--- src/rtl/stat_cnt_16.sv ---
// Status counter bank exposed as a 32 x 16-bit read-only register space.
// Optional cycle timestamp at addresses 8/9 is built when STAT_TIMESTAMP_EN is defined.
module stat_cnt_16 #(
  parameter int unsigned CNT_W  = 32,
  parameter int unsigned ADDR_W = 5
) (
  input  logic              clk,
  input  logic              rst,
  input  logic              sample_valid,
  input  logic              spk_valid,
  input  logic              spk_drop,
  input  logic              frame_eof,
  input  logic              clr,
  input  logic              re,
  input  logic [ADDR_W-1:0] addr,
  output logic [15:0]       dout
);

  logic             clr_q;
  logic             clr_pulse;
  logic [CNT_W-1:0] sample_cnt, spk_cnt, frame_cnt;
  logic [15:0]      drop_cnt;
  logic             sample_ovf, spk_ovf, frame_ovf, drop_sat;
  logic [15:0]      sample_shd, spk_shd, frame_shd;
  logic [31:0]      a32;
  logic             lo_read;
  logic [15:0]      rd_word;

  // Shadows only ever serve hi reads, so just the zero-extended upper word is kept.
  function automatic logic [15:0] hi_word(input logic [CNT_W-1:0] v);
    return 16'(v >> 16);
  endfunction

  assign clr_pulse = clr & ~clr_q;
  assign a32       = 32'(addr);

`ifdef STAT_TIMESTAMP_EN
  logic [31:0] ts_cnt;
  logic [15:0] ts_shd;

  assign lo_read = re && (a32 == 32'd0 || a32 == 32'd2 || a32 == 32'd4 || a32 == 32'd8);

  always_ff @(posedge clk or posedge rst) begin
    if (rst) begin
      ts_cnt <= '0;
      ts_shd <= '0;
    end else if (clr_pulse) begin
      ts_cnt <= '0;
      ts_shd <= '0;
    end else begin
      ts_cnt <= ts_cnt + 32'd1;
      if (lo_read) ts_shd <= ts_cnt[31:16];
    end
  end
`else
  assign lo_read = re && (a32 == 32'd0 || a32 == 32'd2 || a32 == 32'd4);
`endif

  always_ff @(posedge clk or posedge rst) begin
    if (rst) clr_q <= 1'b0;
    else     clr_q <= clr;
  end

  always_ff @(posedge clk or posedge rst) begin
    if (rst) begin
      sample_cnt <= '0;
      spk_cnt    <= '0;
      frame_cnt  <= '0;
      drop_cnt   <= '0;
      sample_ovf <= 1'b0;
      spk_ovf    <= 1'b0;
      frame_ovf  <= 1'b0;
      drop_sat   <= 1'b0;
      sample_shd <= '0;
      spk_shd    <= '0;
      frame_shd  <= '0;
    end else if (clr_pulse) begin
      sample_cnt <= '0;
      spk_cnt    <= '0;
      frame_cnt  <= '0;
      drop_cnt   <= '0;
      sample_ovf <= 1'b0;
      spk_ovf    <= 1'b0;
      frame_ovf  <= 1'b0;
      drop_sat   <= 1'b0;
      sample_shd <= '0;
      spk_shd    <= '0;
      frame_shd  <= '0;
    end else begin
      if (sample_valid) begin
        sample_cnt <= sample_cnt + CNT_W'(1);
        if (&sample_cnt) sample_ovf <= 1'b1;
      end
      if (spk_valid) begin
        spk_cnt <= spk_cnt + CNT_W'(1);
        if (&spk_cnt) spk_ovf <= 1'b1;
      end
      if (frame_eof) begin
        frame_cnt <= frame_cnt + CNT_W'(1);
        if (&frame_cnt) frame_ovf <= 1'b1;
      end
      if (spk_drop && !(&drop_cnt)) begin
        drop_cnt <= drop_cnt + 16'd1;
        if (drop_cnt == 16'hFFFE) drop_sat <= 1'b1;
      end
      // Snapshot takes pre-edge values, matching what the lo read returns.
      if (lo_read) begin
        sample_shd <= hi_word(sample_cnt);
        spk_shd    <= hi_word(spk_cnt);
        frame_shd  <= hi_word(frame_cnt);
      end
    end
  end

  always_comb begin
    rd_word = '0;
    case (a32)
      32'd0:   rd_word = sample_cnt[15:0];
      32'd1:   rd_word = sample_shd;
      32'd2:   rd_word = spk_cnt[15:0];
      32'd3:   rd_word = spk_shd;
      32'd4:   rd_word = frame_cnt[15:0];
      32'd5:   rd_word = frame_shd;
      32'd6:   rd_word = drop_cnt;
      32'd7:   rd_word = {12'b0, drop_sat, frame_ovf, spk_ovf, sample_ovf};
`ifdef STAT_TIMESTAMP_EN
      32'd8:   rd_word = ts_cnt[15:0];
      32'd9:   rd_word = ts_shd;
`endif
      default: rd_word = '0;
    endcase
  end

  always_ff @(posedge clk or posedge rst) begin
    if (rst)     dout <= '0;
    else if (re) dout <= rd_word;
  end

endmodule

--- config.mk ---
export PLATFORM = sky130hd
export DESIGN_NAME = stat_cnt_16
export DESIGN_NICKNAME = d
export VERILOG_FILES = /design/src/rtl/stat_cnt_16.sv
export SDC_FILE = /design/constraint.sdc
export NUM_CORES = 1
export LEC_CHECK = 0
export ABC_AREA = 1
export ABC_CLOCK_PERIOD_IN_PS = 6250
export BUFFER_PORTS_ARGS = -buffer_cell sky130_fd_sc_hd__buf_2
export CELL_PAD_IN_SITES_DETAIL_PLACEMENT = 1
export CELL_PAD_IN_SITES_GLOBAL_PLACEMENT = 1
export CORE_ASPECT_RATIO = 0.5
export CORE_MARGIN = 3
export CORE_UTILIZATION = 41
export CTS_CLUSTER_DIAMETER = 40
export DETAILED_ROUTE_END_ITERATION = 10
export GPL_ROUTABILITY_DRIVEN = 0
export PLACE_DENSITY = 0.83
export SLEW_MARGIN = 10
export SYNTH_ARGS = -nofsm -noshare
export SYNTH_HDL_FRONTEND = slang
export SYNTH_SLANG_ARGS = --single-unit
--- constraint.sdc ---
create_clock -name clk -period 6.25 [get_ports clk]
set_input_delay 1.5625 -clock clk [delete_from_list [all_inputs] [get_ports clk]]
set_output_delay 1.5625 -clock clk [all_outputs]
set_load 0.01 [all_outputs]
==> flow_summary.ini, run 1 <==
[run_status]
outcome = finished, final reports clean

[worst_setup_path]
critical_path_arrival_ns = 4.16
cpMaxStageDelayCell = nor2_2
r2r-end = frame_shd[12]
end_kind = register
crit_fanout = 43
cp-start-kind = input pin
critical-path-max-stage-delay_ns = 0.75
reg2reg_from = clr_q
crit_start = addr[0]
reg2regPathDepth = 5
worstPathRequired_ns = 6.60
r2r_slack_ns = 3.66
critPathKind = in -> reg
crit_chain = buf_2 > nor2_2 > nand3_1 > nand3_1 > nand3_2 > o22ai_1
crit_top_cell = nand3_1

[drt]
route.detailed.drc = 0
drt-initial-drc-count = 909
first_pass_iters = 7
route.vias.total = 10200
ant_nets = 0
vias_per_cell = 5.54
totalWireLength_um = 34500
post_drt_wl_per_cell_um = 18.7

[die]
rows = 40
die_h_um = 118
ios = 29
die_w_um = 230
core_mm2 = 0.0243
start_util_pct = 42.3
design.die.area_mm2 = 0.0272

[logic_synthesis]
synth_ff_type = dfrtp_1
synth_cell_types = 35
ys_warn_count = 0
synthCells = 1493
mappedNetlistArea_mm2 = 0.0103
synthArstFlopShare_pct = 100
synth_edf_count = 0
avgSynthCellArea_um2 = 6.90
ys_seq_area_share_pct = 44.0
ys_ff_latch = 181
syn_nets = 1511

[clocking]
path_clk_slew_ns = 0.07
numCtsBuffers = 17
root_buffer = clkbuf_16
clkLatencyLatePin_ns = 0.46
post_cts_buffers = 0
cts_tree = yes
cts_hold_buf = 0
cts_resized = 0
cts_sinks = 181
cts_max_path_buffers = 2
ctsHtreeMaxLevel = 4

[finish]
final-seq-area_mm2 = 0.00453
area_growth_pct = 9.18
n_antenna_cell = 0
fin_util_pct = 46.2
nNetsFinal = 1515
multi_input_area_mm2 = 0.00487
final_area_mm2 = 0.0112
fill_cells = 3197
drive_gt1_share_pct = 5.76

[place]
postPlaceCellArea_mm2 = 0.0106
port_buffers = 28
hpwl_um = 25200

[timing]
fin_crit_ns = 3.81
finalSetupTns_ns = 0
hold_viol = 0
finalSetupViolations = 0
slew_violations = 0
maxSlewHeadroom_pct = 26.1
rsz0062_at_grt = false
period_share_pct = 60.9
finalClockSkew_ns = 0.00910
tightest_slew_ns = 1.11
fmax_mhz = 263
holdWs_ns = 0.481

[power]
vdd_drop_max_uv = 190
p_per_area_mw_per_mm2 = 222
p_leak_nw = 5.28

[global_routing]
grt_pass1_vias = 10500
grt_antenna_before_repair = 0
grt_pass1_wl_um = 56700
grt.overflow.total = 0
grt_max_degree = 182
track_usage_pct = 26.3

[hold_path]
holdPathEnd = dout[2]
min_path_type = reg -> reg
min_path_cells = 2
hp-start = dout[2]

[run]
maxCapViolCount = 0
## layout make-up
type                    count  share of cell area, %
clock buffers              19                   4.03
clock inverters            13                   1.22
inverters                 170                   5.78
multi-input cells        1095                   43.3
flip-flops and latches    181                   40.3
well taps                 336                   3.74
repair buffers             32                   1.63
## worst max-delay path by stage
stage / end / cells past startpoint
5_1_grt: sample_shd[8] / 6
4_1_cts: frame_shd[7] / 6
3_3_place_gp: frame_shd[8] / 6
2_1_floorplan: clr_q / 1
3_5_place_dp: frame_shd[12] / 6
6_report: frame_shd[12] / 6
## layer usage
layer / global-route usage, % / share of wire [%]
met1: 36.4 / 46
met2: 42.7 / 47
met3: 4.21 / 4.6
met4: 7.35 / 2.2
met5: 0 / 0
## cell usage in the layout (no fill, tap or decap), types with 23 or more instances in the layout
cell	count
a21oi_1	60
buf_2	28
dfrtp_1	181
inv_1	166
nand2_1	420
nand3_1	120
nand4_1	59
nor2_1	251
nor3_1	23
o21ai_0	100
## metrics by stage
stage	total power, mW	worst slack, ns	cells
finish	2.49	2.44	1846
global placement	1.38	2.28	1814
floorplan	1.34	2.36	1493
global route	2.58	2.18	1846
CTS	2.50	2.51	1846
detailed placement	1.39	2.08	1814
## logic make-up (layout without fill, tap and decap cells)
kind of cell	Yosys count	in the layout	share of synthesized area (%)
compound gates	189	189	9.46
flops	181	181	44.0
buf+inv	217	234	8.73
fa+ha+maj	5	5	0.608
simple gates	895	895	36.7
xor+xnor	6	6	0.510
## critical path, delay by kind of cell
kind | cells | cell delay (ns)
buffers and inverters | 1 | 0.12
AO/OA/AOI/OAI | 1 | 0.46
AND/OR/NAND/NOR | 4 | 1.99
## cells in the mapped netlist (2+ instances only)
cell type / count / share of area (%)
nand2_2: 2 / 0.12
clkbuf_1: 12 / 0.44
o21ai_0: 100 / 4.9
nand2_1: 420 / 15
xor2_1: 6 / 0.51
buf_1: 7 / 0.26
o21a_1: 2 / 0.15
and2_1: 2 / 0.12
dfrtp_1: 181 / 44
buf_4: 4 / 0.29
o22ai_1: 6 / 0.36
o21ai_1: 17 / 0.83
nand4_1: 59 / 3.6
buf_2: 19 / 0.92
nand3_1: 120 / 5.8
ha_1: 5 / 0.61
inv_1: 168 / 6.1
nor2_2: 7 / 0.43
nor2_4: 4 / 0.44
buf_6: 3 / 0.33
a31oi_1: 3 / 0.18
nand3_2: 2 / 0.19
nor3_1: 23 / 1.1
nor2_1: 251 / 9.2
a21oi_1: 60 / 2.9
## flip-flops by register name, indices dropped and copies added, names as in the netlist
register	flops
spk_shd	16
spk_ovf	1
spk_cnt	32
drop_sat	1
sample_cnt	32
drop_cnt	16
clr_q	1
sample_ovf	1
frame_ovf	1
frame_cnt	32
frame_shd	16
sample_shd	16
dout	16
## power by group
part	internal [mW]	total [mW]	switching, mW
Sequential	1.19	1.22	0.0304
Clock	0.585	1.12	0.538
Combinational	0.0337	0.149	0.116
No activity file was read; power rests on OpenSTA's default activity.
==> inputs of run 2 (changes only) <==
--- a/config.mk
+++ b/config.mk
@@ -6,17 +6,17 @@
 export NUM_CORES = 1
 export LEC_CHECK = 0
 export ABC_AREA = 1
-export ABC_CLOCK_PERIOD_IN_PS = 6250
+export ABC_CLOCK_PERIOD_IN_PS = 3900
 export BUFFER_PORTS_ARGS = -buffer_cell sky130_fd_sc_hd__buf_2
 export CELL_PAD_IN_SITES_DETAIL_PLACEMENT = 1
 export CELL_PAD_IN_SITES_GLOBAL_PLACEMENT = 1
 export CORE_ASPECT_RATIO = 0.5
 export CORE_MARGIN = 3
-export CORE_UTILIZATION = 41
+export CORE_UTILIZATION = 46
 export CTS_CLUSTER_DIAMETER = 40
 export DETAILED_ROUTE_END_ITERATION = 10
 export GPL_ROUTABILITY_DRIVEN = 0
-export PLACE_DENSITY = 0.83
+export PLACE_DENSITY = 0.87
 export SLEW_MARGIN = 10
 export SYNTH_ARGS = -nofsm -noshare
 export SYNTH_HDL_FRONTEND = slang
==> constraint.sdc (replaced) <==
create_clock -name clk -period 3.9 [get_ports clk]
set_input_delay 0.975 -clock clk [delete_from_list [all_inputs] [get_ports clk]]
set_output_delay 0.975 -clock clk [all_outputs]
set_load 0.01 [all_outputs]
==> run 2 against run 1 <==
Effect of this change:
- sequential share of layout area about the same
- wire length increased by 2.9%
- setup slack got worse by 1.5 ns
- power grew 60%
- clock skew increased by 0.0016 ns
- core utilization rose by 6.6 points
- sequential power up 61%
- worst hold slack improved by 0.0033 ns
- register-to-register slack got worse by 2.0 ns
- first-iteration DRC count rose by 9.2%
- die area shrank 10%
- sequential cell count unchanged
- largest cell class unchanged
- highest routed layer unchanged
==> flow_summary.ini, run 2 (synthesis gave the netlist of run 1 again) <==
[power]
p_leak_nw = 5.31
p_per_area_mw_per_mm2 = 356
vdd_drop_max_uv = 256

[die]
core_mm2 = 0.0212
rows = 37
die_w_um = 218
design.die.area_mm2 = 0.0243
ios = 29
die_h_um = 112
start_util_pct = 48.4

[drt]
route.detailed.drc = 0
vias_per_cell = 5.77
first_pass_iters = 5
route.vias.total = 10400
totalWireLength_um = 35400
drt-initial-drc-count = 993
post_drt_wl_per_cell_um = 19.6
ant_nets = 0

[run_status]
outcome = finished, final reports clean

[global_routing]
grt_pass1_wl_um = 57500
track_usage_pct = 30.0
grt_antenna_before_repair = 0
grt.overflow.total = 0
grt_pass1_vias = 10700
grt_max_degree = 108

[timing]
finalClockSkew_ns = 0.0107
hold_viol = 0
maxSlewHeadroom_pct = 43.0
fin_crit_ns = 2.92
tightest_slew_ns = 0.854
finalSetupViolations = 0
period_share_pct = 74.8
slew_violations = 0
finalSetupTns_ns = 0
rsz0062_at_grt = false
fmax_mhz = 343

[finish]
final_common_cell = nand2_1
fin_util_pct = 52.8
n_antenna_cell = 0
reg.largest.list = frame_cnt (32), sample_cnt (32), spk_cnt (32)
final_cell_mix = nand2_1, nor2_1, dfrtp_1
drive_gt1_share_pct = 6.01
nNetsFinal = 1519
area_growth_pct = 9.07

[worst_setup_path]
crit_start = addr[3]
critPathKind = in -> reg
reg2reg_from = clr_q
reg2regPathDepth = 4
r2r-end = sample_shd[15]
end_kind = register
critical_path_arrival_ns = 3.27
cp-endpoint = sample_shd[15]
r2r_slack_ns = 1.70
worstPathRequired_ns = 4.25
crit_fanout = 43
cp-start-kind = input pin

[clocking]
clkLatencyLatePin_ns = 0.47
post_cts_buffers = 0
cts_resized = 0
path_clk_slew_ns = 0.08
root_buffer = clkbuf_16
ctsHtreeMaxLevel = 4
cts_tree = yes
cts_sinks = 181
cts_hold_buf = 0
numCtsBuffers = 17
cts_max_path_buffers = 2

[hold_path]
min_path_cells = 2
min_path_type = reg -> reg

[place]
hpwl_um = 25400
port_buffers = 28

[run]
maxCapViolCount = 0
## run 2: power breakdown
part / internal (mW) / leakage [nW] / switching [mW]
clock network: 0.919 / 0.287 / 0.872
registers: 1.91 / 2.51 / 0.0508
logic: 0.0584 / 2.51 / 0.187
total: 2.88 / 5.31 / 1.11
## run 2: routing by layer
layer | vias up | global-route usage (%) | wire, µm
met3 | 57 | 5.32 | 2270
met2 | 285 | 48.1 | 16400
met5 | - | 0 | 0
met4 | 0 | 8.42 | 618
li1 | 4809 | - | -
met1 | 5265 | 41.9 | 16200
## run 2: metrics by stage
| stage | setup slack [ns] | std cells | total power, mW | hold WS, ns | cell area [µm²] |
|---|---|---|---|---|---|
| 4_1_cts | 1.03 | 1806 | 3.99 | 0.488 | 11200 |
| 3_3_place_gp | 0.790 | 1774 | 2.22 | 0.463 | 10600 |
| 3_5_place_dp | 0.539 | 1774 | 2.24 | 0.470 | 10600 |
| 5_1_grt | 0.694 | 1806 | 4.12 | 0.525 | 11200 |
| 2_1_floorplan | 0.602 | 1493 | 2.15 | 0.442 | 10300 |
| 6_report | 0.982 | 1806 | 3.99 | 0.484 | 11200 |
## run 2: layout make-up
cell class	instances	area [µm²]
Sequential cell	181	4530
Tap cell	292	365
Multi-Input combinational cell	1095	4870
Fill cell	2814	10000
Timing Repair Buffer	36	238
Clock inverter	14	140
Clock buffer	18	439
Inverter	170	649
## run 2: worst min path at each step
stage	from	to	slack (ns)
6_report	dout[2]	dout[2]	0.48
4_1_cts	dout[2]	dout[2]	0.49
3_3_place_gp	dout[15]	dout[15]	0.46
3_5_place_dp	dout[0]	dout[0]	0.47
5_1_grt	dout[14]	dout[14]	0.53
2_1_floorplan	spk_ovf	spk_ovf	0.44
## run 2: worst max-delay path: stages
cell and delay (ns):
buf_2 0.12, nor2_4 0.47, nand3_1 0.32, nand3_1 0.21, nand3_2 0.66, o21ai_0 0.49
==> inputs of run 3 (changes only) <==
--- a/config.mk
+++ b/config.mk
@@ -6,17 +6,17 @@
 export NUM_CORES = 1
 export LEC_CHECK = 0
 export ABC_AREA = 1
-export ABC_CLOCK_PERIOD_IN_PS = 3900
+export ABC_CLOCK_PERIOD_IN_PS = 2550
 export BUFFER_PORTS_ARGS = -buffer_cell sky130_fd_sc_hd__buf_2
 export CELL_PAD_IN_SITES_DETAIL_PLACEMENT = 1
 export CELL_PAD_IN_SITES_GLOBAL_PLACEMENT = 1
 export CORE_ASPECT_RATIO = 0.5
 export CORE_MARGIN = 3
-export CORE_UTILIZATION = 46
+export CORE_UTILIZATION = 41
 export CTS_CLUSTER_DIAMETER = 40
 export DETAILED_ROUTE_END_ITERATION = 10
 export GPL_ROUTABILITY_DRIVEN = 0
-export PLACE_DENSITY = 0.87
+export PLACE_DENSITY = 0.83
 export SLEW_MARGIN = 10
 export SYNTH_ARGS = -nofsm -noshare
 export SYNTH_HDL_FRONTEND = slang
==> constraint.sdc (replaced) <==
create_clock -name clk -period 2.55 [get_ports clk]
set_input_delay 0.6375 -clock clk [delete_from_list [all_inputs] [get_ports clk]]
set_output_delay 0.6375 -clock clk [all_outputs]
set_load 0.01 [all_outputs]
==> run 3 against run 2 <==
Effect of this change:
- critical path depth increased by 3
- register-to-register slack got worse by 1.2 ns
- non-clock buffer count increased by 14
- cell count increased by 3.2%
- power increased by 53%
- setup slack got worse by 0.51 ns
- worst hold slack got worse by 0.33 ns
- via count decreased by 0.79%
- sequential cell count unchanged
==> flow_summary.ini, run 3 (synthesis gave the netlist of run 1 again) <==
[place]
port_buffers = 28
postPlaceCellArea_mm2 = 0.0108
place_inst = 1832
hpwl_um = 25800

[timing]
tightest_slew_ns = 0.514
slew_violations = 0
holdWs_ns = 0.150
period_share_pct = 81.4
finalSetupViolations = 0
finalClockSkew_ns = 0.0107
maxSlewHeadroom_pct = 65.6
fmax_mhz = 482
hold_viol = 0
fin_crit_ns = 2.07
rsz0062_at_grt = false

[global_routing]
track_usage_pct = 26.9
grt_antenna_before_repair = 0
grt_pass1_wl_um = 57600
grt_pass1_vias = 10700
grt_max_degree = 80
grt.overflow.total = 0

[clocking]
root_buffer = clkbuf_16
cts_tree = yes
cts_hold_buf = 0
path_clk_slew_ns = 0.07
ctsHtreeMaxLevel = 4
cts_resized = 0
cts_sinks = 181
numCtsBuffers = 17
cts_max_path_buffers = 2
clkLatencyLatePin_ns = 0.47
post_cts_buffers = 0

[finish]
final_area_mm2 = 0.0114
final_common_cell = nand2_1
fill_cells = 3182
reg.largest.list = frame_cnt (32), sample_cnt (32), spk_cnt (32)
area_growth_pct = 10.8
drive_gt1_share_pct = 6.75
nNetsFinal = 1533
final_cell_mix = nand2_1, nor2_1, dfrtp_1
n_antenna_cell = 0
fin_util_pct = 46.9
fin_cells = 1863

[worst_setup_path]
end_kind = register
crit_fanout = 20
worstPathRequired_ns = 2.96
r2r_slack_ns = 0.50
critPathKind = in -> reg
cp-start-kind = input pin
reg2regPathDepth = 9
critical_path_arrival_ns = 2.48
reg2reg_from = sample_cnt[0]
r2r-end = sample_cnt[28]

[drt]
drt-initial-drc-count = 820
ant_nets = 0
vias_per_cell = 5.55
route.detailed.drc = 0
totalWireLength_um = 35200
route.vias.total = 10300
first_pass_iters = 7
post_drt_wl_per_cell_um = 18.9

[run]
maxCapViolCount = 0

[die]
design.die.area_mm2 = 0.0272
die_h_um = 118
ios = 29
die_w_um = 230
rows = 40
start_util_pct = 42.3
core_mm2 = 0.0243

[power]
vdd_drop_max_uv = 477
p_per_area_mw_per_mm2 = 535
p_leak_nw = 5.37

[hold_path]
min_path_type = in -> async

[run_status]
outcome = finished, final reports clean
[run 3: worst max path at each step]
stage / startpoint / end
after floorplan: rst / clr_q
after global placement: addr[0] / dout[6]
after detailed placement: addr[0] / dout[6]
after CTS: sample_cnt[0] / sample_cnt[22]
after global routing: frame_cnt[1] / frame_cnt[24]
final: addr[0] / dout[9]
[run 3: area by class of cell]
class                           instances  area (µm²)  share of cell area [%]
Multi-Input combinational cell       1095        4870                    42.7
Tap cell                              336         420                    3.69
Clock inverter                         12         129                    1.13
Inverter                              170         649                    5.69
Clock buffer                           19         443                    3.88
Timing Repair Buffer                   50         368                    3.23
Sequential cell                       181        4530                    39.7
[run 3: critical path: stages]
cell and delay [ns]:
buf_2 0.12, nor2_2 0.22, buf_4 0.29, nand3_1 0.39, o21ai_0 0.46, nor2_1 0.12, nand2_1 0.12, nand2_1 0.05
nand2_1 0.07
[run 3: per-layer routing]
layer / track usage, % / wire length [µm]
met1: 36.5 / 16200
met2: 43.9 / 16500
met3: 5.46 / 1940
met4: 7.19 / 622
met5: 0 / 0
[run 3: power by group]
part / total [mW] / switching (mW) / internal [mW]
logic: 0.398 / 0.292 / 0.106
registers: 2.99 / 0.0739 / 2.92
clock network: 2.71 / 1.25 / 1.46
total: 6.10 / 1.62 / 4.48
[run 3: stage by stage]
step	total power [mW]	TNS [ns]	setup WS, ns
after floorplan	3.29	-74.22	-0.410
after global placement	3.42	0	0.168
after detailed placement	3.44	0	0.106
after CTS	6.11	0	0.517
after global routing	6.32	0	0.329
final	6.10	0	0.475
